[config.mk]
export PLATFORM = sky130hd
export DESIGN_NAME = pipe_ctrl_hazard
export DESIGN_NICKNAME = d
export VERILOG_FILES = /design/src/rtl/pipe_ctrl_hazard.sv
export SDC_FILE = /design/constraint.sdc
export NUM_CORES = 1
export LEC_CHECK = 0
export BUFFER_PORTS_ARGS = -buffer_cell sky130_fd_sc_hd__buf_4
export CAP_MARGIN = 0
export CELL_PAD_IN_SITES_DETAIL_PLACEMENT = 0
export CELL_PAD_IN_SITES_GLOBAL_PLACEMENT = 2
export CORE_ASPECT_RATIO = 1.1
export CORE_MARGIN = 1.5
export CORE_UTILIZATION = 30
export DETAILED_ROUTE_END_ITERATION = 8
export GPL_TIMING_DRIVEN = 0
export PLACE_DENSITY_LB_ADDON = 0.1
export SYNTH_ARGS = -nofsm -noshare
export SYNTH_HDL_FRONTEND = slang
export SYNTH_SLANG_ARGS = --single-unit
[constraint.sdc]
create_clock -name clk -period 2.55 [get_ports clk]
set_input_delay 0 -clock clk [delete_from_list [all_inputs] [get_ports clk]]
set_output_delay 0 -clock clk [all_outputs]
set_load 0.03 [all_outputs]
[src/rtl/pipe_ctrl_hazard.sv]
// Pipeline control carrier (EX/MEM/WB) with load-use/branch hazard stalls and forwarding selects.
// Optional stall-cycle counter enabled by defining PIPE_STALL_CNT_EN.
module pipe_ctrl_hazard #(
   parameter int RW_W = 5,
   parameter int WB_W = 2
) (
   input  logic            clk,
   input  logic            rst_n,
   input  logic            ID_RfWr,
   input  logic            ID_DmWr,
   input  logic            ID_ReadMen,
   input  logic [WB_W-1:0] ID_WbSel,
   input  logic [RW_W-1:0] ID_Rw,
   input  logic [RW_W-1:0] ID_Rs,
   input  logic [RW_W-1:0] ID_Rt,
   input  logic            ID_UseRs,
   input  logic            ID_UseRt,
   input  logic            ID_IsBranch,
   input  logic            Mem_Busy,
   output logic            Stall,
   output logic            EX_RfWr,
   output logic            EX_DmWr,
   output logic            EX_ReadMen,
   output logic [WB_W-1:0] EX_WbSel,
   output logic [RW_W-1:0] EX_Rw,
   output logic            MEM_RfWr,
   output logic            MEM_DmWr,
   output logic            MEM_ReadMen,
   output logic [WB_W-1:0] MEM_WbSel,
   output logic [RW_W-1:0] MEM_Rw,
   output logic            WB_RfWr,
   output logic [WB_W-1:0] WB_WbSel,
   output logic [RW_W-1:0] WB_Rw,
   output logic [1:0]      FwdA_EX,
   output logic [1:0]      FwdB_EX,
   output logic [1:0]      FwdA_ID,
   output logic [1:0]      FwdB_ID,
   output logic [31:0]     Stall_Cnt
);

   typedef enum logic [1:0] {
      FWD_RF  = 2'b00,
      FWD_MEM = 2'b01,
      FWD_WB  = 2'b10
   } fwdSel_e;

   logic [RW_W-1:0] exRs, exRt;
   logic            exUseRs, exUseRt;
   logic            memLegal, ldUse, brStall, hazStall;
   logic            exHitRs, exHitRt, memHitRs, memHitRt;

   function automatic logic hit(input logic [RW_W-1:0] src, input logic useSrc,
                                input logic [RW_W-1:0] rw, input logic rfWr);
      return useSrc && (src != '0) && (src == rw) && rfWr;
   endfunction

   function automatic logic [1:0] fwdPick(input logic memHit, input logic wbHit);
      fwdSel_e sel;
      sel = memHit ? FWD_MEM : (wbHit ? FWD_WB : FWD_RF);
      return sel;
   endfunction

   always_comb begin
      exHitRs  = hit(ID_Rs, ID_UseRs, EX_Rw, EX_RfWr);
      exHitRt  = hit(ID_Rt, ID_UseRt, EX_Rw, EX_RfWr);
      memHitRs = hit(ID_Rs, ID_UseRs, MEM_Rw, MEM_RfWr);
      memHitRt = hit(ID_Rt, ID_UseRt, MEM_Rw, MEM_RfWr);
      memLegal = !MEM_ReadMen && (MEM_WbSel != '0);
      ldUse    = EX_ReadMen && (exHitRs || exHitRt);
      // Branch compares in ID, so any EX producer or a load still in MEM is too late to forward.
      brStall  = ID_IsBranch && (exHitRs || exHitRt || (MEM_ReadMen && (memHitRs || memHitRt)));
      hazStall = ldUse || brStall;
      Stall    = rst_n && (Mem_Busy || hazStall);

      FwdA_EX = fwdPick(memLegal && hit(exRs, exUseRs, MEM_Rw, MEM_RfWr),
                        hit(exRs, exUseRs, WB_Rw, WB_RfWr));
      FwdB_EX = fwdPick(memLegal && hit(exRt, exUseRt, MEM_Rw, MEM_RfWr),
                        hit(exRt, exUseRt, WB_Rw, WB_RfWr));
      FwdA_ID = fwdPick(memLegal && memHitRs, hit(ID_Rs, ID_UseRs, WB_Rw, WB_RfWr));
      FwdB_ID = fwdPick(memLegal && memHitRt, hit(ID_Rt, ID_UseRt, WB_Rw, WB_RfWr));
   end

   always_ff @(posedge clk or negedge rst_n) begin
      if (!rst_n) begin
         EX_RfWr     <= 1'b0;
         EX_DmWr     <= 1'b0;
         EX_ReadMen  <= 1'b0;
         EX_WbSel    <= '0;
         EX_Rw       <= '0;
         exRs        <= '0;
         exRt        <= '0;
         exUseRs     <= 1'b0;
         exUseRt     <= 1'b0;
         MEM_RfWr    <= 1'b0;
         MEM_DmWr    <= 1'b0;
         MEM_ReadMen <= 1'b0;
         MEM_WbSel   <= '0;
         MEM_Rw      <= '0;
         WB_RfWr     <= 1'b0;
         WB_WbSel    <= '0;
         WB_Rw       <= '0;
      end else if (!Mem_Busy) begin
         WB_RfWr     <= MEM_RfWr;
         WB_WbSel    <= MEM_WbSel;
         WB_Rw       <= MEM_Rw;
         MEM_RfWr    <= EX_RfWr;
         MEM_DmWr    <= EX_DmWr;
         MEM_ReadMen <= EX_ReadMen;
         MEM_WbSel   <= EX_WbSel;
         MEM_Rw      <= EX_Rw;
         if (hazStall) begin
            EX_RfWr    <= 1'b0;
            EX_DmWr    <= 1'b0;
            EX_ReadMen <= 1'b0;
            EX_WbSel   <= '0;
            EX_Rw      <= '0;
            exRs       <= '0;
            exRt       <= '0;
            exUseRs    <= 1'b0;
            exUseRt    <= 1'b0;
         end else begin
            EX_RfWr    <= ID_RfWr && (ID_Rw != '0);
            EX_DmWr    <= ID_DmWr;
            EX_ReadMen <= ID_ReadMen;
            EX_WbSel   <= ID_WbSel;
            EX_Rw      <= ID_Rw;
            exRs       <= ID_Rs;
            exRt       <= ID_Rt;
            exUseRs    <= ID_UseRs;
            exUseRt    <= ID_UseRt;
         end
      end
   end

`ifdef PIPE_STALL_CNT_EN
   always_ff @(posedge clk or negedge rst_n) begin
      if (!rst_n)     Stall_Cnt <= '0;
      else if (Stall) Stall_Cnt <= Stall_Cnt + 32'd1;
   end
`else
   assign Stall_Cnt = 32'h0;
`endif

endmodule

==> impl_metrics.py <==
metrics = {
    "timing": {
        "slew_viol_final": 0,
        "finClkSkew_ns": 0.0106,
        "rsz0062_at_grt": "no",
        "worst_pin_slew_ns": 0.730,
        "min_period_over_period_pct": 94.9,
        "hold_violations": 0,
        "setup_tns_ns": 0,
        "max_freq_mhz": 413,
        "final-setup-viol-count": 0,
        "min_period_ns": 2.42,
        "relSlewSlack_pct": 51.3,
    },
    "worst_setup_path": {
        "crit_start": "MEM_Rw[4]$_DFFE_PN0N_",
        "endpoint_kind": "output pin",
        "r2r_start": "MEM_Rw[4]$_DFFE_PN0N_",
        "critPathKind": "flop to output pin",
        "reg2reg_slack_ns": 0.30,
        "rr_worst_depth": 7,
        "r2r_end": "exUseRt$_DFFE_PN0N_",
        "start_kind": "flop",
        "critPathRequiredTime_ns": 2.55,
        "cp.arrival_ns": 2.42,
        "path_max_fanout": 6,
        "crit_end": "Stall",
    },
    "yosys": {
        "syn_inst": 273,
        "netlist_top_cells_count": "dfrtp_1, buf_4, xor2_1",
        "synthTopCellsByArea": "dfrtp_1, o41ai_2, xor2_1",
        "synth_warnings": 0,
        "ys_dominant_reg_cell": "dfrtp_1",
        "synth_area_um2": 2780,
        "ys_types": 31,
        "synth_top_area_cell": "dfrtp_1",
        "ys_seq_elements": 40,
        "yosysSeqAreaShare_pct": 36.0,
        "async_flop_share_pct": 100,
        "synth_edf_count": 0,
        "synth_top_area_share_pct": 36.0,
        "syn_avg_cell_area_um2": 10.2,
        "synthMostInstantiatedCell": "dfrtp_1",
    },
    "global_routing": {
        "antenna_found_initial": 0,
        "grt_max_degree": 42,
        "first_global_vias": 2195,
        "grt_pass1_wl_um": 12300,
        "track_usage_pct": 16.5,
        "grt_overflow_total": 0,
    },
    "drt": {
        "drt-total-wl_um": 7930,
        "drt_iter0_markers": 76,
        "first_pass_iters": 4,
        "route.detailed.drc": 0,
        "wl_per_cell_um": 16.0,
        "dr_total_vias": 2222,
        "drtAntennaViolNets": 0,
        "vias_per_cell": 4.48,
    },
    "final_layout": {
        "fillCellCount": 910,
        "multi_input_area_um2": 1480,
        "syn_to_final_growth_pct": 35.4,
        "final_net_count": 407,
        "n_antenna_cell": 0,
        "regArea_um2": 1000,
        "drive_gt1_share_pct": 39.0,
    },
    "clock_network": {
        "ctsResizeCount": 0,
        "clock_sinks": 40,
        "cts_root_buf": "clkbuf_8",
        "cts_buffers": 5,
        "clk_pin_slew_worst_paths_ns": 0.08,
        "clk_path_buf_depth": 2,
        "htree_levels": 2,
        "cts_tree": "done",
        "insertion_delay_ns": 0.30,
    },
    "pwr": {
        "peakVddDrop_mv": 0.233,
        "leakage_nw": 1.84,
        "p_total_w": 0.00231,
        "power_density_nw_per_um2": 614,
    },
    "placement": {
        "dp.final_hpwl_um": 5920,
        "gp_congestion": 0.752,
        "port_buffers": 61,
    },
    "min_path": {
        "worstHoldPathType": "input port to flop",
        "worstHoldPathCells": 3,
    },
    "flow_run": {
        "drv_cap": 0,
    },
    "floorplan": {
        "fp.dieW_um": 94.9,
        "dieArea_um2": 9870,
        "core_um2": 8920,
        "start_util_pct": 31.2,
        "rows": 36,
        "ios": 95,
        "die_h_um": 104,
    },
    "run_status": {
        "status": "finished clean",
    },
}
registers in the layout, indices dropped and copies added, names as in the netlist:
name and flops:
EX_DmWr 1, MEM_RfWr 1, WB_Rw 5, EX_WbSel 2, EX_RfWr 1, exUseRt 1, WB_RfWr 1, WB_WbSel 2
MEM_Rw 5, MEM_DmWr 1, exRs 5, EX_Rw 5, exUseRs 1, MEM_WbSel 2, exRt 5, EX_ReadMen 1
MEM_ReadMen 1
routing by layer:
metal / wire length (µm) / GRT usage, %
met1: 3560 / 22.2
met2: 3930 / 27.7
met3: 381 / 2.63
met4: 63 / 3.20
met5: 0 / 0
cell families (layout without fill, tap and decap cells):
| family | count (synthesis) | in the layout | share of synthesized area, % |
|---|---|---|---|
| XOR/XNOR | 50 | 50 | 15.7 |
| AO/OA/AOI/OAI | 31 | 31 | 14.8 |
| AND/OR/NAND/NOR | 59 | 59 | 11.4 |
| flip-flops | 40 | 40 | 36.0 |
| other | 1 | 32 | 0.135 |
| buffers and inverters | 75 | 153 | 15.1 |
| multiplexers | 17 | 17 | 6.88 |
cells in the final DEF (no fill, tap or decap):
cell type and n:
a21oi_4 1, buf_1 3, buf_2 1, buf_4 94, buf_6 2, bufinv_16 3
clkbuf_1 12, clkbuf_8 5, conb_1 32, dfrtp_1 40, dlygate4sd3_1 11, inv_1 22
mux2_2 17, nand2_1 25, nand3_1 5, nand3b_1 1, nand4_1 4, nor2_1 2
nor3_1 5, nor4_1 4, nor4_2 2, o21a_1 1, o21ai_0 3, o21ai_2 2
o21bai_1 1, o31a_1 1, o31ai_2 1, o41ai_1 2, o41ai_2 19, or2_0 1
or4_1 8, or4_4 2, xnor2_1 18, xor2_1 32
layout make-up:
cell class,instances,area share (%)
multi-input combinational,189,39.4
sequential,40,26.6
timing repair buffer,72,15.1
buffer,51,8.80
tap,114,3.78
clock inverter,3,2.39
inverter,22,2.19
clock buffer,5,1.83
what timing repair did:
action                                  CTS  global route
endpoints found under the setup margin    0             1
setup buffers                             0             0
endpoints found under the hold margin    50             0
hold buffers                             11             0
worst max-delay path: stages (launching register included):
cell and delay, ns:
dfrtp_1 0.35, clkbuf_1 0.38, xnor2_1 0.17, nand4_1 0.11
or4_4 0.51, a21oi_4 0.26, o31a_1 0.17, buf_4 0.16
stage by stage:
step / cell area [µm²] / hold slack, ns / utilization [%] / worst slack [ns] / std cells
after CTS: 3780 / 0.00239 / 42.3 / 0.0583 / 498
after detailed placement: 3510 / 0.0339 / 39.3 / 0.270 / 479
after floorplan: 2910 / -0.296 / - / 0.0670 / 304
after global routing: 3770 / 0.00497 / 42.3 / 0.00630 / 496
final: 3770 / 0.0114 / 42.3 / 0.130 / 496
after global placement: 3510 / 0.0344 / 39.3 / 0.251 / 479
where the power goes:
group	switching, W	leakage, nW	total [W]	internal [W]
Combinational	0.000451	1.28	0.000777	0.000326
Sequential	0.0000955	0.488	0.000808	0.000712
Clock	0.000239	0.0784	0.000729	0.000490
Total	0.000785	1.84	0.00231	0.00153
worst min path at each step:
stage	end	slack [ns]	start
floorplan	EX_DmWr$_DFFE_PN0N_	-0.30	rst_n
global placement	WB_Rw[4]$_DFFE_PN0N_	0.03	rst_n
detailed placement	MEM_Rw[1]$_DFFE_PN0N_	0.03	rst_n
CTS	exRt[1]$_DFFE_PN0N_	0.002	ID_Rt[1]
global route	exUseRt$_DFFE_PN0N_	0.005	ID_UseRt
finish	exRt[1]$_DFFE_PN0N_	0.01	ID_Rt[1]
Power figures use the tool's default switching activity.
